===== config.mk =====
export PLATFORM = sky130hd
export DESIGN_NAME = alu_issue_scheduler_flat
export DESIGN_NICKNAME = d
export VERILOG_FILES = /design/src/rtl/alu_issue_scheduler_if.sv /design/src/rtl/alu_issue_scheduler.sv /design/src/flat_wrapper.sv
export SDC_FILE = /design/constraint.sdc
export NUM_CORES = 1
export LEC_CHECK = 0
export ABC_AREA = 1
export CAP_MARGIN = 40
export CORE_AREA = 4 4 194 196
export CTS_BUF_LIST = sky130_fd_sc_hd__clkbuf_16
export CTS_CLUSTER_SIZE = 30
export DETAILED_ROUTE_END_ITERATION = 6
export DIE_AREA = 0 0 198 200
export GPL_TIMING_DRIVEN = 0
export HOLD_SLACK_MARGIN = 0.1
export SYNTH_ARGS = -nofsm -noshare
export SYNTH_HDL_FRONTEND = slang
export SYNTH_SLANG_ARGS = --single-unit

===== constraint.sdc =====
create_clock -name clk_i -period 9.3 [get_ports clk_i]
set_input_delay 1.395 -clock clk_i [delete_from_list [all_inputs] [get_ports clk_i]]
set_output_delay 1.395 -clock clk_i [all_outputs]
set_load 0.02 [all_outputs]

===== src/rtl/alu_issue_scheduler_if.sv =====
// Bundled reservation-station, ALU and CDB signals of the ALU issue scheduler.
// master = scheduler side, slave = surrounding environment (RS array, ALU, CDB arbiter).
interface alu_issue_scheduler_if #(
  parameter int unsigned NUM_RS = 5,
  parameter int unsigned TAG_W  = 3
);
  logic [NUM_RS-1:0]       rs_ready;
  logic [NUM_RS*32-1:0]    rs_src1;
  logic [NUM_RS*32-1:0]    rs_src2;
  logic [NUM_RS*3-1:0]     rs_funct3;
  logic [NUM_RS-1:0]       rs_funct7;
  logic [NUM_RS-1:0]       rs_arith;
  logic [NUM_RS*TAG_W-1:0] rs_tag;
  logic [NUM_RS-1:0]       rs_ack;

  logic [31:0]             alu_src1;
  logic [31:0]             alu_src2;
  logic [2:0]              alu_funct3;
  logic                    alu_funct7;
  logic                    alu_arith;
  logic [31:0]             alu_result;

  logic                    cdb_req;
  logic [TAG_W-1:0]        cdb_tag;
  logic [31:0]             cdb_data;
  logic                    cdb_grant;

  modport master (
    input  rs_ready, rs_src1, rs_src2, rs_funct3, rs_funct7, rs_arith, rs_tag,
    input  alu_result, cdb_grant,
    output rs_ack, alu_src1, alu_src2, alu_funct3, alu_funct7, alu_arith,
    output cdb_req, cdb_tag, cdb_data
  );

  modport slave (
    output rs_ready, rs_src1, rs_src2, rs_funct3, rs_funct7, rs_arith, rs_tag,
    output alu_result, cdb_grant,
    input  rs_ack, alu_src1, alu_src2, alu_funct3, alu_funct7, alu_arith,
    input  cdb_req, cdb_tag, cdb_data
  );
endinterface


===== src/rtl/alu_issue_scheduler.sv =====
// Round-robin issue of ready RS entries into a shared ALU with a one-entry CDB output register.
// Optional ALU_STATS_EN adds saturating issue/stall counters.
module alu_issue_scheduler #(
  parameter int unsigned NUM_RS = 5,
  parameter int unsigned TAG_W  = 3
) (
  input  logic                clk_i,
  input  logic                rst_ni,
  input  logic                flush_i,
  alu_issue_scheduler_if.master bus
`ifdef ALU_STATS_EN
  ,
  output logic [31:0]         stat_issued_o,
  output logic [31:0]         stat_stall_o
`endif
);

  localparam int unsigned PtrW = (NUM_RS > 1) ? $clog2(NUM_RS) : 1;

  typedef enum logic {StEmpty = 1'b0, StFull = 1'b1} state_e;

  state_e             state_q, state_d;
  logic [PtrW-1:0]    ptr_q, ptr_d;
  logic [31:0]        data_q, data_d;
  logic [TAG_W-1:0]   tag_q, tag_d;

  logic [PtrW-1:0]    sel;
  logic               any_ready;
  logic               drive_en;
  logic               can_issue;
  logic               issue;
  logic [TAG_W-1:0]   sel_tag;
  int unsigned        idx;

  // Rotating priority scan starting at ptr_q.
  always_comb begin
    any_ready = 1'b0;
    sel       = '0;
    idx       = 0;
    for (int unsigned k = 0; k < NUM_RS; k++) begin
      idx = 32'(ptr_q) + k;
      if (idx >= NUM_RS) idx = idx - NUM_RS;
      if (!any_ready && bus.rs_ready[PtrW'(idx)]) begin
        any_ready = 1'b1;
        sel       = PtrW'(idx);
      end
    end
  end

  // Reset also forces the ALU drive and acks low, since they are combinational.
  assign drive_en  = any_ready && rst_ni;
  assign can_issue = rst_ni && !flush_i && ((state_q == StEmpty) || bus.cdb_grant);
  assign issue     = can_issue && any_ready;

  always_comb begin
    bus.alu_src1   = '0;
    bus.alu_src2   = '0;
    bus.alu_funct3 = '0;
    bus.alu_funct7 = 1'b0;
    bus.alu_arith  = 1'b0;
    bus.rs_ack     = '0;
    sel_tag        = '0;
    for (int unsigned i = 0; i < NUM_RS; i++) begin
      if (drive_en && (sel == PtrW'(i))) begin
        bus.alu_src1   = bus.rs_src1[32*i +: 32];
        bus.alu_src2   = bus.rs_src2[32*i +: 32];
        bus.alu_funct3 = bus.rs_funct3[3*i +: 3];
        bus.alu_funct7 = bus.rs_funct7[i];
        bus.alu_arith  = bus.rs_arith[i];
        sel_tag        = bus.rs_tag[TAG_W*i +: TAG_W];
        bus.rs_ack[i]  = issue;
      end
    end
  end

  always_comb begin
    state_d = state_q;
    data_d  = data_q;
    tag_d   = tag_q;
    ptr_d   = ptr_q;
    unique case (state_q)
      StEmpty: if (issue) state_d = StFull;
      StFull: begin
        if (flush_i) begin
          state_d = StEmpty;
        end else if (bus.cdb_grant && !issue) begin
          state_d = StEmpty;
        end
      end
      default: state_d = StEmpty;
    endcase
    if (issue) begin
      data_d = bus.alu_result;
      tag_d  = sel_tag;
      ptr_d  = (sel == PtrW'(NUM_RS - 1)) ? '0 : sel + PtrW'(1);
    end
  end

  always_ff @(posedge clk_i or negedge rst_ni) begin
    if (!rst_ni) begin
      state_q <= StEmpty;
      data_q  <= '0;
      tag_q   <= '0;
      ptr_q   <= '0;
    end else begin
      state_q <= state_d;
      data_q  <= data_d;
      tag_q   <= tag_d;
      ptr_q   <= ptr_d;
    end
  end

  assign bus.cdb_req  = (state_q == StFull);
  assign bus.cdb_data = data_q;
  assign bus.cdb_tag  = tag_q;

`ifdef ALU_STATS_EN
  logic [31:0] issued_q, issued_d;
  logic [31:0] stall_q, stall_d;

  always_comb begin
    issued_d = issued_q;
    stall_d  = stall_q;
    if (issue && (issued_q != '1)) issued_d = issued_q + 32'd1;
    if (any_ready && !can_issue && !flush_i && (stall_q != '1)) stall_d = stall_q + 32'd1;
  end

  always_ff @(posedge clk_i or negedge rst_ni) begin
    if (!rst_ni) begin
      issued_q <= '0;
      stall_q  <= '0;
    end else begin
      issued_q <= issued_d;
      stall_q  <= stall_d;
    end
  end

  assign stat_issued_o = issued_q;
  assign stat_stall_o  = stall_q;
`endif

endmodule


===== src/flat_wrapper.sv =====
// flat-port wrapper written by rule: the top's interface ports become plain ports
module alu_issue_scheduler_flat 
#(
  parameter int unsigned NUM_RS = 5,
  parameter int unsigned TAG_W  = 3
)
  (clk_i, rst_ni, flush_i, bus_rs_ready, bus_rs_src1, bus_rs_src2, bus_rs_funct3, bus_rs_funct7, bus_rs_arith, bus_rs_tag, bus_alu_result, bus_cdb_grant, bus_rs_ack, bus_alu_src1, bus_alu_src2, bus_alu_funct3, bus_alu_funct7, bus_alu_arith, bus_cdb_req, bus_cdb_tag, bus_cdb_data);
  alu_issue_scheduler_if #(.NUM_RS(NUM_RS), .TAG_W(TAG_W)) bus_i ();
  input  logic clk_i;
  input  logic rst_ni;
  input  logic flush_i;
  input wire logic [$bits(bus_i.rs_ready)-1:0] bus_rs_ready;
  input wire logic [$bits(bus_i.rs_src1)-1:0] bus_rs_src1;
  input wire logic [$bits(bus_i.rs_src2)-1:0] bus_rs_src2;
  input wire logic [$bits(bus_i.rs_funct3)-1:0] bus_rs_funct3;
  input wire logic [$bits(bus_i.rs_funct7)-1:0] bus_rs_funct7;
  input wire logic [$bits(bus_i.rs_arith)-1:0] bus_rs_arith;
  input wire logic [$bits(bus_i.rs_tag)-1:0] bus_rs_tag;
  input wire logic [$bits(bus_i.alu_result)-1:0] bus_alu_result;
  input wire logic [$bits(bus_i.cdb_grant)-1:0] bus_cdb_grant;
  output wire logic [$bits(bus_i.rs_ack)-1:0] bus_rs_ack;
  output wire logic [$bits(bus_i.alu_src1)-1:0] bus_alu_src1;
  output wire logic [$bits(bus_i.alu_src2)-1:0] bus_alu_src2;
  output wire logic [$bits(bus_i.alu_funct3)-1:0] bus_alu_funct3;
  output wire logic [$bits(bus_i.alu_funct7)-1:0] bus_alu_funct7;
  output wire logic [$bits(bus_i.alu_arith)-1:0] bus_alu_arith;
  output wire logic [$bits(bus_i.cdb_req)-1:0] bus_cdb_req;
  output wire logic [$bits(bus_i.cdb_tag)-1:0] bus_cdb_tag;
  output wire logic [$bits(bus_i.cdb_data)-1:0] bus_cdb_data;
  assign bus_i.rs_ready = bus_rs_ready;
  assign bus_i.rs_src1 = bus_rs_src1;
  assign bus_i.rs_src2 = bus_rs_src2;
  assign bus_i.rs_funct3 = bus_rs_funct3;
  assign bus_i.rs_funct7 = bus_rs_funct7;
  assign bus_i.rs_arith = bus_rs_arith;
  assign bus_i.rs_tag = bus_rs_tag;
  assign bus_i.alu_result = bus_alu_result;
  assign bus_i.cdb_grant = bus_cdb_grant;
  assign bus_rs_ack = bus_i.rs_ack;
  assign bus_alu_src1 = bus_i.alu_src1;
  assign bus_alu_src2 = bus_i.alu_src2;
  assign bus_alu_funct3 = bus_i.alu_funct3;
  assign bus_alu_funct7 = bus_i.alu_funct7;
  assign bus_alu_arith = bus_i.alu_arith;
  assign bus_cdb_req = bus_i.cdb_req;
  assign bus_cdb_tag = bus_i.cdb_tag;
  assign bus_cdb_data = bus_i.cdb_data;
  alu_issue_scheduler #(.NUM_RS(NUM_RS), .TAG_W(TAG_W)) u_core (.clk_i(clk_i), .rst_ni(rst_ni), .flush_i(flush_i), .bus(bus_i));
endmodule

==> impl_metrics.ini, run 1 <==
[routing]
vias = 10600
wl_per_cell_um = 17.1
wl_mm = 43.0
drtPass1Iterations = 5
route.detailed.drc = 0
via_per_inst = 4.21
ant_nets = 0
drt-initial-drc-count = 450

[timing]
setup_viol = 0
rsz0062_at_grt = no
max_freq_mhz = 135
skew_ns = 0.00274
finalSetupTns_ns = 0
slew_violations = 0
fin_crit_sh = 0.797
worstMarginPinSlew_ns = 0.834
period_needed_ns = 7.41
timing.slew.headroom = 0.444
finalHoldViolCount = 0

[yosys]
synth-edff-count = 0
ys.flop_type = dfrtp_1
syn_inst = 1515
synth_area_mm2 = 0.00726
postSynthAreaPerCell_um2 = 4.79
ys_seq_area_frac = 0.134
synth_nets = 1930
synth.distinct_cells = 37
synth-seq-cells = 39
synthArstFlopShare = 1.00
ys_warn_count = 0

[die]
coreArea_mm2 = 0.0361
ios = 511
initial_core_util = 0.201
die_w_um = 198
dieHeight_um = 200
num_rows = 70
fp.dieArea_mm2 = 0.0396

[cts]
post-cts-setup-buffers = 0
clk_path_buf_depth = 2
cts_buffers = 5
clk_pin_slew_ns = 0.06
htree_levels = 2
cts_tree = done
clock_sinks = 39
cts_root_buf = clkbuf_16
cts_resized = 0
clk_latency_ns = 0.29
holdBufCountCts = 0

[placed_design]
gp_congestion = 0.892
io_buffers = 510
post-dp-hpwl_mm = 35.7

[critical_path]
path_class = register to primary output
cp_max_fo = 10
startpoint_type = register
crit_top_cell = nand2_1
crit_required_ns = 7.91
critPathSlowestCell = clkbuf_1
max_stage_delay_ns = 0.67
end_kind = primary output
cp.arrival_ns = 6.01

[job]
cap_violations = 0

[global_routing]
antenna_found_initial = 3
overflow = 0
grt_pass1_wl_mm = 62.2
track_usage = 0.202
grt_max_degree = 29
grt_pass1_vias = 10600

[finish]
drive_above_1_share = 0.0786
syn_to_final_growth_pct = 81.3
multiInputGateArea_mm2 = 0.00486
nFillCells = 4055
seqCellArea_um2 = 976
final_net_count = 2450

[worst_hold_path]
hold_class = register to register

[run_status]
status = finished, final reports clean
-- cells in the final DEF, fill, tap and decap left out, types with 2 or more instances in the layout --
cell type / count
clkbuf_2: 4
diode_2: 3
nand3_2: 4
nand2_1: 878
o22ai_1: 2
clkinv_1: 13
xor2_1: 2
o21ai_0: 70
inv_2: 65
buf_1: 2
a21oi_1: 3
nand2_2: 7
a21oi_4: 2
ha_1: 13
clkdlybuf4s50_1: 509
clkbuf_16: 5
nand4_1: 8
clkbuf_1: 21
nor2_1: 20
nand2_4: 2
nand3_1: 105
nor2_2: 3
buf_6: 9
o21ai_1: 8
buf_2: 28
inv_1: 177
buf_4: 19
nor2_4: 3
dfrtp_1: 39
-- state kept, by name (all words and copies together), names as in the netlist --
| name | count |
|---|---|
| u_core.ptr_q | 3 |
| u_core.bus.cdb_data | 32 |
| u_core.bus.cdb_req | 1 |
| u_core.bus.cdb_tag | 3 |
-- cell families (layout without fill, tap and decap cells) --
| kind of cell | after synthesis | after routing | synth area share |
|---|---|---|---|
| simple gates | 1033 | 1033 | 0.570 |
| compound gates | 90 | 90 | 0.0675 |
| fa+ha+maj | 14 | 14 | 0.0252 |
| mux | 1 | 1 | 0.00155 |
| buf+inv | 335 | 856 | 0.197 |
| other cells | 0 | 3 | 0 |
| flops | 39 | 39 | 0.134 |
| xor+xnor | 3 | 3 | 0.00465 |
-- synthesized netlist by cell type, types with 2 or more instances --
library cell	n	share of area
nand3_2	4	0.0055
inv_2	65	0.034
clkbuf_1	21	0.011
ha_1	13	0.022
clkbuf_2	4	0.0028
nand4_1	8	0.0069
inv_1	177	0.091
o22ai_1	2	0.0017
nand3_1	105	0.072
nor2_4	3	0.0047
o21ai_0	70	0.048
a21oi_1	3	0.0021
nor2_2	3	0.0026
nand2_4	2	0.0031
nand2_2	7	0.0060
nand2_1	878	0.45
buf_4	19	0.020
buf_6	8	0.012
clkinv_1	12	0.0062
nor2_1	20	0.010
o21ai_1	8	0.0055
buf_1	2	0.0010
dfrtp_1	39	0.13
buf_2	27	0.019
a21oi_4	2	0.0045
xor2_1	2	0.0024
-- worst paths after layout --
path,startpoint,endpoint,slack [ns],cells after the start
setup / recovery,u_core.ptr_q[0],bus_alu_src2[26],1.89,32
hold / removal,u_core.bus.cdb_data[25],u_core.bus.cdb_data[25],0.48,2
setup reg to reg,u_core.ptr_q[0],u_core.bus.cdb_tag[2],4.53,32
hold reg to reg,u_core.bus.cdb_data[25],u_core.bus.cdb_data[25],0.48,2
max in group asynchronous,rst_ni,u_core.bus.cdb_data[23],7.82,2
min in group asynchronous,rst_ni,u_core.bus.cdb_data[16],1.01,1
-- routing by layer --
layer	track usage	part of all wire
met5	0	0.00030
met4	0.0291	0.012
met3	0.0426	0.075
met2	0.380	0.51
met1	0.243	0.41
-- cell type report --
type                    instances  area share
inverters                     254      0.0724
multi-input cells            1141       0.369
flip-flops and latches         39      0.0741
clock inverters                 3     0.00295
clock buffers                   5     0.00950
plain buffers                  81      0.0360
repair buffers                513       0.391
diodes                          3    0.000570
well taps                     468      0.0445
-- critical path: cells and delay by family (launching register included) --
family,cells,cell delay (ns)
DFF,1,0.43
adders and majority gates,4,0.99
AOI/OAI and AO/OA,3,0.68
buffers and inverters,11,2.47
and+or+nand+nor,14,1.13
-- metrics by stage --
stage	hold WS, ns	instances	instance area, um2	utilization	setup WS (ns)
after floorplan	0.589	1515	7260	-	4.04
after global placement	0.461	2493	13000	0.359	1.92
after detailed placement	0.464	2496	13000	0.360	2.01
after CTS	0.487	2504	13200	0.365	1.78
after global routing	0.503	2505	13200	0.365	1.32
final	0.481	2507	13200	0.365	1.89
Power of run 1 is left out: the tool's default activity adds up to more than one toggle a clock period on the data nets, which glitch-free logic cannot reach.
==> run 2: changes to the inputs <==
--- a/config.mk
+++ b/config.mk
@@ -7,11 +7,11 @@
 export LEC_CHECK = 0
 export ABC_AREA = 1
 export CAP_MARGIN = 40
-export CORE_AREA = 4 4 194 196
+export CORE_AREA = 4 4 199 201
 export CTS_BUF_LIST = sky130_fd_sc_hd__clkbuf_16
 export CTS_CLUSTER_SIZE = 30
 export DETAILED_ROUTE_END_ITERATION = 6
-export DIE_AREA = 0 0 198 200
+export DIE_AREA = 0 0 203 205
 export GPL_TIMING_DRIVEN = 0
 export HOLD_SLACK_MARGIN = 0.1
 export SYNTH_ARGS = -nofsm -noshare
==> constraint.sdc (replaced) <==
create_clock -name clk_i -period 6.1 [get_ports clk_i]
set_input_delay 0.915 -clock clk_i [delete_from_list [all_inputs] [get_ports clk_i]]
set_output_delay 0.915 -clock clk_i [all_outputs]
set_load 0.02 [all_outputs]
==> run 2 against run 1 <==
Net effect:
- count of clock-buffer cells in the layout did not move
- via count grew 2.3%
- clock skew increased by 0.0052 ns
- critical path type unchanged
- largest cell class unchanged
==> impl_metrics.ini, run 2 (synthesis results as in run 1) <==
[die]
ios = 511
coreArea_mm2 = 0.0376
fp.dieArea_mm2 = 0.0416
initial_core_util = 0.193
dieHeight_um = 205
num_rows = 71
die_w_um = 203

[placed_design]
post-dp-hpwl_mm = 35.4
gp_congestion = 0.896
place_inst = 2540
dpl_cell_area_mm2 = 0.0131
io_buffers = 510

[global_routing]
antenna_found_initial = 6
top_usage_layer = met2
track_usage = 0.193
overflow = 0
use_met3 = 0.0483
grt_max_degree = 35
use_met1 = 0.227
grt_pass1_vias = 10700
grt_pass1_wl_mm = 62.3
use_met2 = 0.356

[job]
cap_violations = 0

[cts]
cts_tree = done
htree_levels = 2
cts_root_buf = clkbuf_16
cts_buffers = 5
holdBufCountCts = 0
clk_latency_ns = 0.28
clk_path_buf_depth = 2
clk_pin_slew_ns = 0.06
clock_sinks = 39

[critical_path]
crit_required_ns = 5.18
path_depth = 32
cpLargestDelayFamily = buffers and inverters
max_stage_delay_ns = 0.43
reg2regPathDepth = 34
r2r-end = u_core.bus.cdb_tag[2]
regToRegStartpoint = u_core.ptr_q[0]
cp_max_fo = 10
end_kind = primary output
r2r_slack_ns = 1.66
cp.arrival_ns = 4.87
crit_top_cell = nand2_1
startpoint_type = register
critPathSlowestCell = dfrtp_1
path_class = register to primary output
cp_num_buf_inv = 12

[timing]
slew_violations = 0
setup_viol = 0
skew_ns = 0.00796
worstMarginPinSlew_ns = 0.577
finalHoldViolCount = 0
fin_crit_sh = 0.948
finalSetupTns_ns = 0
holdWs_ns = 0.470
max_freq_mhz = 173
period_needed_ns = 5.78
timing.slew.headroom = 0.615
rsz0062_at_grt = yes

[routing]
vias = 10800
drt-initial-drc-count = 507
route.detailed.drc = 0
wl_mm = 42.8
ant_nets = 0
drtPass1Iterations = 5
via_per_inst = 4.21
wl_per_cell_um = 16.7

[worst_hold_path]
hold_class = input pin to asynchronous set/reset pin

[finish]
mostFrequentLayoutCell = nand2_1
syn_to_final_growth_pct = 83.4
final_net_count = 2469
drive_above_1_share = 0.118
final_cells = 2567
largest_register_ff_count = 32
layout_common_cells = nand2_1, clkdlybuf4s50_1, inv_1
design_area_mm2 = 0.0133

[run_status]
status = finished, final reports clean
## run 2: cell types whose count changed in the layout (fill, tap and decap cells not counted), moves of 3 or more
cell             before  now
dlygate4sd2_1         0   15
buf_4                19   31
clkbuf_4              0    3
o21ai_1               8   16
nand2_1             878  875
clkdlybuf4s15_1       0   18
clkdlybuf4s50_1     509  440
o21ai_0              70   62
nor2_4                3    6
clkbuf_2              4   52
buf_8                 1    5
buf_12                1    5
clkbuf_1             21    4
## run 2: metrics by stage
step	setup WS, ns	util
2_1_floorplan	1.32	-
3_3_place_gp	-0.732	0.346
3_5_place_dp	-0.449	0.348
4_1_cts	0.0309	0.354
5_1_grt	-0.00882	0.354
6_report	0.317	0.354
## run 2: repair_timing
action | in CTS | in global routing
pin swaps | 4 | 5
gates cloned | 0 | 1
setup buffers | 9 | 9
endpoints found under the setup margin | 70 | 71
resized for setup | 110 | 120
## run 2: final cells by class
cell class | count | area, um2
Timing Repair inverter | 1 | 5.00
Timing Repair Buffer | 532 | 5130
Tap cell | 511 | 639
Fill cell | 4309 | 24300
Sequential cell | 39 | 976
Clock buffer | 5 | 125
Inverter | 254 | 973
Buffer | 80 | 542
Clock inverter | 3 | 16.3
Antenna cell | 1 | 2.50
Multi-Input combinational cell | 1141 | 4910
## run 2: worst register-to-register path, delay by kind of cell, from the launching register on
family                     cells  cell delay (ns)
buffers and inverters         12             1.40
and+or+nand+nor               16             1.14
adders and majority gates      4             0.98
DFF                            1             0.43
AOI/OAI and AO/OA              2             0.38
## run 2: worst max-delay path by stage
stage / start / to
final: u_core.ptr_q[0] / bus_alu_src2[7]
after global routing: u_core.ptr_q[0] / bus_alu_src1[27]
after CTS: u_core.ptr_q[0] / bus_alu_funct3[2]
after detailed placement: u_core.ptr_q[0] / bus_alu_funct7
after global placement: u_core.ptr_q[0] / bus_alu_src2[29]
after floorplan: u_core.ptr_q[0] / bus_alu_src1[4]
## run 2: per-layer routing
metal | vias to the layer above | wire (um)
met5 | - | 61
met4 | 8 | 859
met2 | 431 | 21200
met1 | 4790 | 17200
met3 | 44 | 3540
li1 | 5539 | -
Power of run 2 is left out for the same reason.
